===== src/rtl/acumulador_com_sinal_if.sv =====
// Handshake bundle between the adder, the frame accumulator and its consumer.
// The input side carries adder samples; the output side carries frame totals.
interface acumulador_com_sinal_if #(
  parameter int LARGURA_ACC = 12
);

  logic                   entrada_valida;
  logic [7:0]             entrada;
  logic [1:0]             codigo;
  logic                   entrada_pronta;
  logic                   saida_valida;
  logic                   saida_pronta;
  logic [LARGURA_ACC-1:0] soma;
  logic                   estouro;

  // Producer/consumer side: drives samples and output-ready, observes the results
  modport master (
    output entrada_valida, entrada, codigo, saida_pronta,
    input  entrada_pronta, saida_valida, soma, estouro
  );

  // Accumulator side
  modport slave (
    input  entrada_valida, entrada, codigo, saida_pronta,
    output entrada_pronta, saida_valida, soma, estouro
  );

endinterface


===== src/rtl/acumulador_com_sinal.sv =====
// Frame accumulator placed after the signed/unsigned adder.
// Each sample is extended according to its operation code (code 1 = unsigned)
// and added into a wrapping accumulator. After N_AMOSTRAS samples the total and
// a sticky signed-overflow flag are held on the output until they are taken.
module acumulador_com_sinal #(
  parameter int N_AMOSTRAS  = 4,
  parameter int LARGURA_ACC = 12
) (
  input logic                 clk,
  input logic                 rst_n,
  acumulador_com_sinal_if.slave bus
);

  localparam int LARGURA_CONT = (N_AMOSTRAS > 1) ? $clog2(N_AMOSTRAS) : 1;
  localparam logic [LARGURA_CONT-1:0] ULTIMA = LARGURA_CONT'(N_AMOSTRAS - 1);

  typedef enum logic [0:0] {
    ACUMULA = 1'b0,
    ENTREGA = 1'b1
  } estado_t;

  estado_t                 estado;
  logic [LARGURA_ACC-1:0]  acc;
  logic [LARGURA_CONT-1:0] cont;
  logic                    estouro_acc;
  logic [LARGURA_ACC-1:0]  soma_reg;
  logic                    estouro_reg;

  logic [LARGURA_ACC-1:0]  ext;
  logic [LARGURA_ACC:0]    soma_larga;
  logic [LARGURA_ACC-1:0]  acc_prox;
  logic                    estouro_prox;
  logic                    aceita;

  // Extend the sample (zero-extend only for code 1) and form the one-bit-wider
  // sum; differing top bits of that sum mean the signed result did not fit
  always_comb begin
    ext          = '0;
    soma_larga   = '0;
    acc_prox     = '0;
    estouro_prox = 1'b0;
    if (bus.codigo == 2'd1) begin
      ext = {{(LARGURA_ACC-8){1'b0}}, bus.entrada};
    end else begin
      ext = {{(LARGURA_ACC-8){bus.entrada[7]}}, bus.entrada};
    end
    soma_larga   = {acc[LARGURA_ACC-1], acc} + {ext[LARGURA_ACC-1], ext};
    acc_prox     = soma_larga[LARGURA_ACC-1:0];
    estouro_prox = estouro_acc | (soma_larga[LARGURA_ACC] ^ soma_larga[LARGURA_ACC-1]);
  end

  assign aceita             = (estado == ACUMULA) && bus.entrada_valida;
  assign bus.entrada_pronta = (estado == ACUMULA);
  assign bus.saida_valida   = (estado == ENTREGA);
  assign bus.soma           = soma_reg;
  assign bus.estouro        = estouro_reg;

  // Frame state machine: accumulate samples, capture the final total on the
  // last one, then hold it until downstream takes it and start a fresh frame
  always_ff @(posedge clk) begin
    if (!rst_n) begin
      estado      <= ACUMULA;
      acc         <= '0;
      cont        <= '0;
      estouro_acc <= 1'b0;
      soma_reg    <= '0;
      estouro_reg <= 1'b0;
    end else begin
      case (estado)
        ACUMULA: begin
          if (aceita) begin
            acc         <= acc_prox;
            cont        <= cont + 1'b1;
            estouro_acc <= estouro_prox;
            if (cont == ULTIMA) begin
              soma_reg    <= acc_prox;
              estouro_reg <= estouro_prox;
              estado      <= ENTREGA;
            end
          end
        end
        ENTREGA: begin
          if (bus.saida_pronta) begin
            acc         <= '0;
            cont        <= '0;
            estouro_acc <= 1'b0;
            estado      <= ACUMULA;
          end
        end
        default: estado <= ACUMULA;
      endcase
    end
  end

endmodule


===== src/flat_wrapper.sv =====
// flat-port wrapper written by rule: the top's interface ports become plain ports
module acumulador_com_sinal_flat 
#(
  parameter int N_AMOSTRAS  = 4,
  parameter int LARGURA_ACC = 12
)
  (clk, rst_n, bus_entrada_valida, bus_entrada, bus_codigo, bus_saida_pronta, bus_entrada_pronta, bus_saida_valida, bus_soma, bus_estouro);
  acumulador_com_sinal_if #(.LARGURA_ACC(LARGURA_ACC)) bus_i ();
  input logic clk;
  input logic rst_n;
  input wire logic [$bits(bus_i.entrada_valida)-1:0] bus_entrada_valida;
  input wire logic [$bits(bus_i.entrada)-1:0] bus_entrada;
  input wire logic [$bits(bus_i.codigo)-1:0] bus_codigo;
  input wire logic [$bits(bus_i.saida_pronta)-1:0] bus_saida_pronta;
  output wire logic [$bits(bus_i.entrada_pronta)-1:0] bus_entrada_pronta;
  output wire logic [$bits(bus_i.saida_valida)-1:0] bus_saida_valida;
  output wire logic [$bits(bus_i.soma)-1:0] bus_soma;
  output wire logic [$bits(bus_i.estouro)-1:0] bus_estouro;
  assign bus_i.entrada_valida = bus_entrada_valida;
  assign bus_i.entrada = bus_entrada;
  assign bus_i.codigo = bus_codigo;
  assign bus_i.saida_pronta = bus_saida_pronta;
  assign bus_entrada_pronta = bus_i.entrada_pronta;
  assign bus_saida_valida = bus_i.saida_valida;
  assign bus_soma = bus_i.soma;
  assign bus_estouro = bus_i.estouro;
  acumulador_com_sinal #(.N_AMOSTRAS(N_AMOSTRAS), .LARGURA_ACC(LARGURA_ACC)) u_core (.clk(clk), .rst_n(rst_n), .bus(bus_i));
endmodule

===== config.mk =====
export PLATFORM = sky130hd
export DESIGN_NAME = acumulador_com_sinal_flat
export DESIGN_NICKNAME = d
export VERILOG_FILES = /design/src/rtl/acumulador_com_sinal_if.sv /design/src/rtl/acumulador_com_sinal.sv /design/src/flat_wrapper.sv
export SDC_FILE = /design/constraint.sdc
export NUM_CORES = 1
export LEC_CHECK = 0
export ABC_AREA = 1
export CAP_MARGIN = 40
export CORE_ASPECT_RATIO = 1.2
export CORE_MARGIN = 1
export CORE_UTILIZATION = 48
export DETAILED_ROUTE_END_ITERATION = 6
export HOLD_SLACK_MARGIN = 0.02
export PLACE_DENSITY = 0.88
export SETUP_SLACK_MARGIN = 0.1
export SYNTH_ARGS = -nofsm -noshare
export SYNTH_HDL_FRONTEND = slang
export SYNTH_SLANG_ARGS = --single-unit

===== constraint.sdc =====
create_clock -name clk -period 1.96 [get_ports clk]
set_clock_uncertainty 0.15 [all_clocks]
set_input_delay 0.294 -clock clk [delete_from_list [all_inputs] [get_ports clk]]
set_output_delay 0.294 -clock clk [all_outputs]
set_load 0.05 [all_outputs]

After elaboration in Yosys (flattened, before gate mapping)

Cells that the tools add are included.

Add/sub/neg operators: 2
Equality and inequality tests: 4
Multiplexer cells: 14
Bitwise logic cells: 3
Reductions and logical operators: 3

Operators with widths:

| cell                | count |
|---|---|
| $mux 12             | 3 |
| $pmux 12 s2         | 1 |
| $add 12x12->13      | 1 |
| $mux 1              | 5 |
| $mux 2              | 2 |
| $pmux 1 s2          | 2 |
| $pmux 2 s2          | 1 |
| $reduce_and 3->1    | 1 |
| $add 2x1->2 const B | 1 |
| $eq 2x1->1 const B  | 1 |
| $eq 2x2->1 const B  | 1 |
| $ne 2x1->1 const B  | 1 |
| $ne 2x2->1 const B  | 1 |
| $reduce_and 2->1    | 1 |
| $logic_and 1x1->1   | 1 |
| $not 1->1           | 1 |
| $or 1x1->1          | 1 |
| $xor 1x1->1         | 1 |

Flip-flop bits (word level): 29
Bits of input ports: 14
Output and inout bits: 15
Logic and storage cells: 32

Depth between registers and ports, before layout

Gate-level depths: netlist of run 1.

Depth in word-level cells: 7
Gate-level depth with buffers: 15

Worst setup path after synthesis of run 1

No wires, ideal clock.

Kind: input to register
Start point: in bus_codigo[1]
End point: reg u_core.soma_reg[11], in the netlist u_core.bus.soma[11]
Library setup time: 0.109 ns
Data arrival time: 1.699 ns
Slack: 0.002 ns
Stages on the path: 15
Path buffers: 0
Cell sequence: inv_1 > a21boi_0 > ha_1 > nand2_1 > nand2_1 > inv_1 > nor2_1 > nor2_1 > nand2_1 > nor2_1 > nand2_1 > nand2_1 > nand2_1 > nand2_1 > inv_1

Word-level cells in the longest chain between the ends: 3

Ends and longest elaborated chain:

| item                 | RTL line                   | RTL |
|---|---|---|
| from (decl)          | flat_wrapper.sv:13         | `input wire logic [$bits(bus_i.codigo)-1:0] bus_codigo;` |
| $eq 2x1->1           | acumulador_com_sinal.sv:42 | `if (bus.codigo == 2'd1) begin` |
| $mux 12              | acumulador_com_sinal.sv:42 |  |
| $add 12x12->13       | acumulador_com_sinal.sv:47 | `soma_larga = {acc[LARGURA_ACC-1], acc} + {ext[LARGURA_ACC-1], ext};` |
| to (signal assigned) | acumulador_com_sinal.sv:76 | `soma_reg <= acc_prox;` |
| to (decl)            | acumulador_com_sinal.sv:26 | `logic [LARGURA_ACC-1:0] soma_reg;` |

No other way between the ends.
A chain may end at the register's enable or synchronous reset.

Worst setup path in the final report of run 1

Start point: reg u_core.acc[2]
End point: reg u_core.acc[5]

Word-level cells in the longest chain between the ends: 3

Ends and longest elaborated chain:

| item                   | RTL line                   | RTL |
|---|---|---|
| from (decl)            | acumulador_com_sinal.sv:23 | `logic [LARGURA_ACC-1:0] acc;` |
| from (signal assigned) | acumulador_com_sinal.sv:72 | `acc <= acc_prox;` |
| $add 12x12->13         | acumulador_com_sinal.sv:47 |  |
| $mux 12                | acumulador_com_sinal.sv:71 | `if (aceita) begin` |
| $pmux 12 s2            | acumulador_com_sinal.sv:69 | `case (estado)` |

No other way between the ends. The select of a mux whose other input is x is not followed.

==> results of run 1 <==
[logic make-up (layout without fill, tap and decap cells)]
kind of cell             after synthesis  count (layout)  synth area share
buffers and inverters                 52             110             0.113
AND/OR/NAND/NOR                      123             123             0.274
AO/OA/AOI/OAI                         45              45             0.153
adder cells (fa/ha/maj)               14              14             0.102
flip-flops                            29              29             0.324
XOR/XNOR                               7               7            0.0342
[cells in the mapped netlist (3+ instances only)]
master	n
xor2_1	5
nor2_1	14
o21ai_0	7
buf_2	3
ha_1	13
a21oi_2	4
inv_2	4
o21bai_1	7
nand2_1	91
a21oi_1	19
nand3_1	12
inv_1	41
dfxtp_1	29
[stage by stage]
stage | std cells | total power [mW]
floorplan | 270 | 1.00
global placement | 353 | 1.19
detailed placement | 353 | 1.20
CTS | 363 | 1.77
global route | 365 | 1.94
finish | 365 | 1.83
[worst max-delay path, stage by stage (launching register included)]
cell	delay (ps)
dfxtp_2	340
ha_4	270
buf_4	110
nand3_1	90
nand2_2	140
nand3_1	110
nand2_2	120
xor2_2	220
nand2_1	90
a21oi_1	130
[final cells by class]
cell class	count	share of cell area
repair buffers	57	0.187
multi-input cells	189	0.470
flip-flops and latches	29	0.226
clock buffers	7	0.0333
well taps	37	0.0178
inverters	46	0.0665
[where the power goes]
part,internal [mW],switching [mW],total (mW)
clock,0.277,0.205,0.482
sequential,0.631,0.0404,0.671
combinational,0.298,0.375,0.673
total,1.21,0.620,1.83
[routing by layer]
metal | wire [um] | track usage
met1 | 2190 | 0.306
met2 | 2490 | 0.464
met3 | 272 | 0.0466
met4 | 232 | 0.128
met5 | 0 | 0
[layout by cell type, fill, tap and decap left out, types with 6 or more instances in the layout]
cell type and n:
inv_2 8, buf_4 29, nand2_2 7, nor2_1 10
ha_4 10, nand3_1 10, dfxtp_1 25, nand2_1 85
a21oi_1 17, dlygate4sd2_1 14, o21ai_0 7, inv_1 37
dlymetal6s2s_1 7, o21bai_1 7, clkbuf_8 6
[worst paths after layout]
| path | startpoint | end | slack (ps) | depth (start not counted) |
|---|---|---|---|---|
| worst max-delay path | u_core.acc[2]$_SDFFE_PN0P_ | u_core.acc[5]$_SDFFE_PN0P_ | 130 | 9 |
| worst min-delay path | u_core.bus.soma[1]$_SDFFE_PN0P_ | u_core.bus.soma[1]$_SDFFE_PN0P_ | 310 | 2 |
| worst max register to register | u_core.acc[2]$_SDFFE_PN0P_ | u_core.acc[5]$_SDFFE_PN0P_ | 130 | 9 |
| worst min register to register | u_core.bus.soma[1]$_SDFFE_PN0P_ | u_core.bus.soma[1]$_SDFFE_PN0P_ | 310 | 2 |
[what timing repair did]
action | CTS | global route
buffers inserted | 3 | 2
gates resized for setup | 43 | 27
hold buffers | 0 | 0
cloned | 0 | 0
setup endpoints to repair | 28 | 21
pin swaps | 20 | 18
==> flow_results.org, run 1 <==
** Worst setup path
- The worst setup path is launched from a flip-flop.
- Kind of critical path :: reg -> reg
- Category of the worst setup path capture point :: flip-flop
- CP Data Required Time :: 2020 ps
- STA puts the critical path data arrival time at 1900 ps.
- Of all nets on the critical path, the largest fanout is 4.

** Floorplanning
- The region available for standard cell placement spans 3450 um2.
- From bottom edge to top edge, the die measures 69.0 um.
- After floorplanning, the core was divided into 23 placement rows.
- Number of placed I/O pins :: 29
- The floorplan step set the die width to 57.8 um.
- Starting utilization of the core area :: 0.519
- The floorplan step defined a die boundary enclosing 3980 um2.

** Status
- The final reports fail on design-rule violations.
- Status :: finished with violations

** Yosys
- Syn. warnings :: 0
- The netlist uses 29 different library cells.
- For this run, asynchronously set or reset flops after synthesis account for 0.
- After synthesis the netlist holds a flip-flop and latch count of 29.
- Mapped Avg Cell Area :: 6.64 um2
- Main synth FF type :: dfxtp_1
- Synthesis produced a netlist with a net count of 298.
- Synth area leaders :: dfxtp_1 (32%), nand2_1 (19%), ha_1 (9.1%)
- The cell area that synthesis handed to floorplanning was 1790 um2.
- Mapped Cells :: 270
- The share of synthesized area in the top cell type comes to 0.324.
- EDFF count, synth :: 0
- Cell type with the largest total area after synthesis :: dfxtp_1
- Of the synthesized area, sequential elements account for 0.324.

** Route
- The final layout contains routed wiring with a total length of 5.19 mm.
- After detailed routing, the number of remaining DRC violations is 2.
- In this run, the number of DRC markers left after iteration 0 of detailed routing was 126.
- The routed layout has 1917 vias.
- First-pass iteration count of the detailed router :: 7
- Antenna violation net count after detailed routing :: 0
- In the final routed layout, each cell accounts on average for 14.2 um.
- Via count normalized by instance count :: 5.25

** Layout
- Area growth syn-to-layout :: 44.8%
- After routing the design area is 2600 um2.
- Summing all multi-input logic gate instances after layout gives 1220 um2.
- In the final layout, flip-flops and latches occupy 586 um2.
- For this run, the post-layout net count is 356.
- In the final layout, the share of cells above drive strength 1 is 0.265.
- Once layout is complete, the utilization of the core stands at 0.752.
- 0 antenna diodes ended up in the layout.
- # fillers :: 242

** Clock network
- Clock-pin slew reported for the worst setup and hold paths after clock tree synthesis :: 60 ps
- Number of buffers on the longest clock path :: 2
- CTS built an H-tree with a depth of 2.
- In this run, CTS created clock tree buffers numbering 5.
- Clock network latency to the later pin of the worst-skew pair :: 280 ps
- Clock root buffer :: clkbuf_8
- Clock Sink Count :: 29
- TritonCTS built the clock tree.

** Power and ir drop
- Pwr dens :: 704 nW/um2
- Leakage power :: 1.44 nW
- VDD sags by at most 0.000524 V.

** Timing
- Fin. Hold Viols :: 0
- Setup repair after global routing could not meet its margin everywhere.
- Derived from the worst setup path, the maximum achievable clock frequency is 0.545 GHz.
- Once routing completed, OpenROAD measured the worst setup slack at 125 ps.
- At the pin with the least slew margin, the transition time is 503 ps.
- Relative max-transition margin :: 0.664
- Across all hold checks on the routed design, the worst slack comes to 315 ps.
- Sum Neg Setup Slack :: 0 ps
- The worst path in the final design needs a cycle of 1830 ps, including I/O delays and setup.
- Number of setup violations in the final report :: 0
- In the finished design, the share of the clock period the worst path needs comes to 0.936.
- Number of max-slew violations in the final report :: 0

** Global routing
- Global-route wire length before repair :: 7.80 mm
- Across every metal layer, demand over resource in global routing totals 0.261.
- The number of global-route vias before repair was 1787.
- The number of antenna violations at the first check in global routing is 0.
- Entering global routing, the biggest net connects 18 pins.
- The total overflow left after global routing is 0.

** Job
- Max-cap violations :: 0

** Placement
- Pre-CTS WS :: -539 ps
- In this run the tool buffered the top-level ports with 28 buffer cells.
- Once placement finished, the instance area stood at 2270 um2.
- Summed over all nets, the half-perimeter wirelength after detailed placement is 3.30 mm.
- The congestion estimate from routability-driven global placement came to 0.919.

** Worst hold path
- In this run the worst hold path is classified as reg -> reg.
(Power assumes the default switching activity.)
==> run 2, diff against run 1 <==
--- a/config.mk
+++ b/config.mk
@@ -12,6 +12,7 @@
 export CORE_UTILIZATION = 48
 export DETAILED_ROUTE_END_ITERATION = 6
 export HOLD_SLACK_MARGIN = 0.02
+export MAX_ROUTING_LAYER = met4
 export PLACE_DENSITY = 0.88
 export SETUP_SLACK_MARGIN = 0.1
 export SYNTH_ARGS = -nofsm -noshare
==> run 2 against run 1 <==
  * The flow still finishes with violations (design-rule violations)
  * First-iteration DRC count shrank 13%
  * Global-route usage grew 0.87 points
  * Clock power is essentially flat
  * Cell count is the same
  * Highest routed layer unchanged
  * Largest power group is now sequential cells
==> flow_results.org, run 2 (synthesis results as in run 1) <==
** Floorplanning
- During I/O placement, the number of pins put on the boundary was 29.
- The die is 69.0 um tall.
- Starting utilization of the core area :: 0.519
- Placement Rows :: 23
- The core region is 3450 um2.
- In this run the horizontal extent of the chip is 57.8 um.
- The die covers 3980 um2.

** Worst setup path
- The setup check on the worst reg-to-reg path leaves a slack of 130 ps.
- CP Data Required Time :: 2030 ps
- The largest individual stage delay along the critical path comes from the cell dfxtp_2.
- Critical path peak fanout :: 4
- Arrival time worst endpoint :: 1890 ps
- The signal on the critical path passes through ha_4 > buf_4 > nand3_1 > nand2_2 > nand3_1 > nand2_2 > xor2_2 > nand2_1 > a21oi_1.
- Crit start category :: flip-flop
- Maximum cell stage delay along the critical path :: 340 ps
- The worst setup path is captured at a flip-flop.
- Kind of critical path :: reg -> reg

** Clock network
- The clock reaches the later pin of the worst-skew pair after 280 ps.
- Clock-pin slew reported for the worst setup and hold paths after clock tree synthesis :: 60 ps
- Clock root buffer :: clkbuf_8
- Buffers inserted to repair hold after CTS numbered 0.
- No sink is reached through more buffers than the 2 on the longest clock path.
- Clock tree from TritonCTS :: built
- H-tree levels :: 2
- TritonCTS created 5 clock buffers.
- For this design, the sink count on the clock tree is 29.

** Placement
- Estimated wirelength of the detail-placed design :: 3.30 mm
- In this run the tool buffered the top-level ports with 28 buffer cells.
- Pre-CTS WS :: -539 ps
- Routability congestion estimate from global placement :: 0.935

** Layout
- Of the cells placed in the final design, the portion with a size suffix greater than 1 is 0.265.
- Most used cells in the layout excluding fill and tap cells :: nand2_1 (85), inv_1 (37), buf_4 (29), dfxtp_1 (25), a21oi_1 (17)
- Area growth syn-to-layout :: 44.8%
- Most common cell after layout, fill and taps aside :: nand2_1
- The number of antenna diodes in the final layout is 0.
- Counting the fill cells in the layout gives 242.
- The final layout contains 356 nets.
- Area of the multi-input gates :: 1220 um2
- Register Area :: 586 um2

** Worst hold path
- The path class of the tightest hold or removal check is reg -> reg.

** Timing
- Transition time at the pin with the least slew margin :: 503 ps
- Achievable Freq :: 0.548 GHz
- Measured against its own limit, the worst slew margin works out to 0.664.
- Number of setup violations in the final report :: 0
- Worst hold slack :: 314 ps
- Final cycle utilization of the critical path :: 0.932
- Setup repair after global routing could not meet its margin everywhere.
- Setup slack on the critical path of the routed design comes to 134 ps.
- Period minus WS final :: 1830 ps
- The final hold violation count is 0.
- Number of max-slew violations in the final report :: 0

** Route
- First-pass iteration count of the detailed router :: 7
- Dividing the detail-routed via count by the number of cells gives 5.26.
- After detailed routing, the number of remaining DRC violations is 2.
- In the final routed layout, each cell accounts on average for 14.2 um.
- The count of nets left with antenna violations once routing finished came out at 0.
- The routed layout has 1920 vias.
- After detailed routing, the total wire length is 5.19 mm.
- The detailed router finished its first iteration with 110 violations.

** Power and ir drop
- Summed over all cells, the static leakage comes to 1.44 nW.
- Maximum ir drop on the vdd rail :: 0.000524 V
- Pwr dens :: 703 nW/um2

** Global routing
- The number of antenna violations at the first check in global routing came to 0.
- Grt total ovfl :: 0
- Global-route wire length before repair :: 7.80 mm
- The number of global-route vias before repair is 1782.
- Global-route total usage across every layer :: 0.270
- Largest net degree at the start of global routing :: 18

** Status
- Status :: finished with violations
- Violated checks :: design-rule violations

** Job
- The tool flagged a number of max-cap violations equal to 0.
run 2: cell counts in the layout (fill, tap and decap cells not counted):
Identical to the previous run, type by type.
run 2: critical path, delay by kind of cell, from the launching register on:
kind / cells / cell delay [ps]
and+or+nand+nor: 5 / 550
DFF: 1 / 340
adders and majority gates: 1 / 270
xor gates and xnor gates: 1 / 220
AOI/OAI and AO/OA: 1 / 130
buffers and inverters: 1 / 110
run 2: layer usage:
layer | up-vias | GRT usage | share of wire
li1 | 951 | - | -
met1 | 867 | 0.306 | 0.41
met2 | 78 | 0.464 | 0.48
met3 | 24 | 0.0466 | 0.058
met4 | 0 | 0.137 | 0.045
met5 | - | - | 0
run 2: power breakdown:
part	switching, mW	total (mW)	internal (mW)
Sequential	0.0402	0.671	0.631
Clock	0.207	0.484	0.277
Combinational	0.373	0.671	0.298
Total	0.620	1.83	1.21
run 2: per-stage QoR:
step                      TNS (ps)  cell area (um2)  instances  power (mW)   util
after floorplan                  0             1790        270        1.00      -
after global routing             0             2600        365        1.94  0.752
after global placement       -6380             2270        353        1.19  0.657
after CTS                        0             2530        363        1.77  0.732
final                            0             2600        365        1.83  0.752
after detailed placement     -7450             2270        353        1.20  0.657
run 2: repair_timing:
item | CTS | global route
setup endpoints to repair | 28 | 21
setup buffers | 3 | 2
resized for setup | 43 | 27
pin swaps | 20 | 18
run 2: area by class of cell:
type                       instances  area share
tap                               37      0.0178
timing repair buffer              57       0.187
sequential                        29       0.226
multi-input combinational        189       0.470
clock buffer                       7      0.0333
inverter                          46      0.0665
run 2: worst paths after layout:
path                                   startpoint                              end  cells after the start
hold reg to reg   u_core.bus.soma[1]$_SDFFE_PN0P_  u_core.bus.soma[1]$_SDFFE_PN0P_                      2
setup / recovery       u_core.acc[2]$_SDFFE_PN0P_       u_core.acc[5]$_SDFFE_PN0P_                      9
setup reg to reg       u_core.acc[2]$_SDFFE_PN0P_       u_core.acc[5]$_SDFFE_PN0P_                      9
hold / removal    u_core.bus.soma[1]$_SDFFE_PN0P_  u_core.bus.soma[1]$_SDFFE_PN0P_                      2
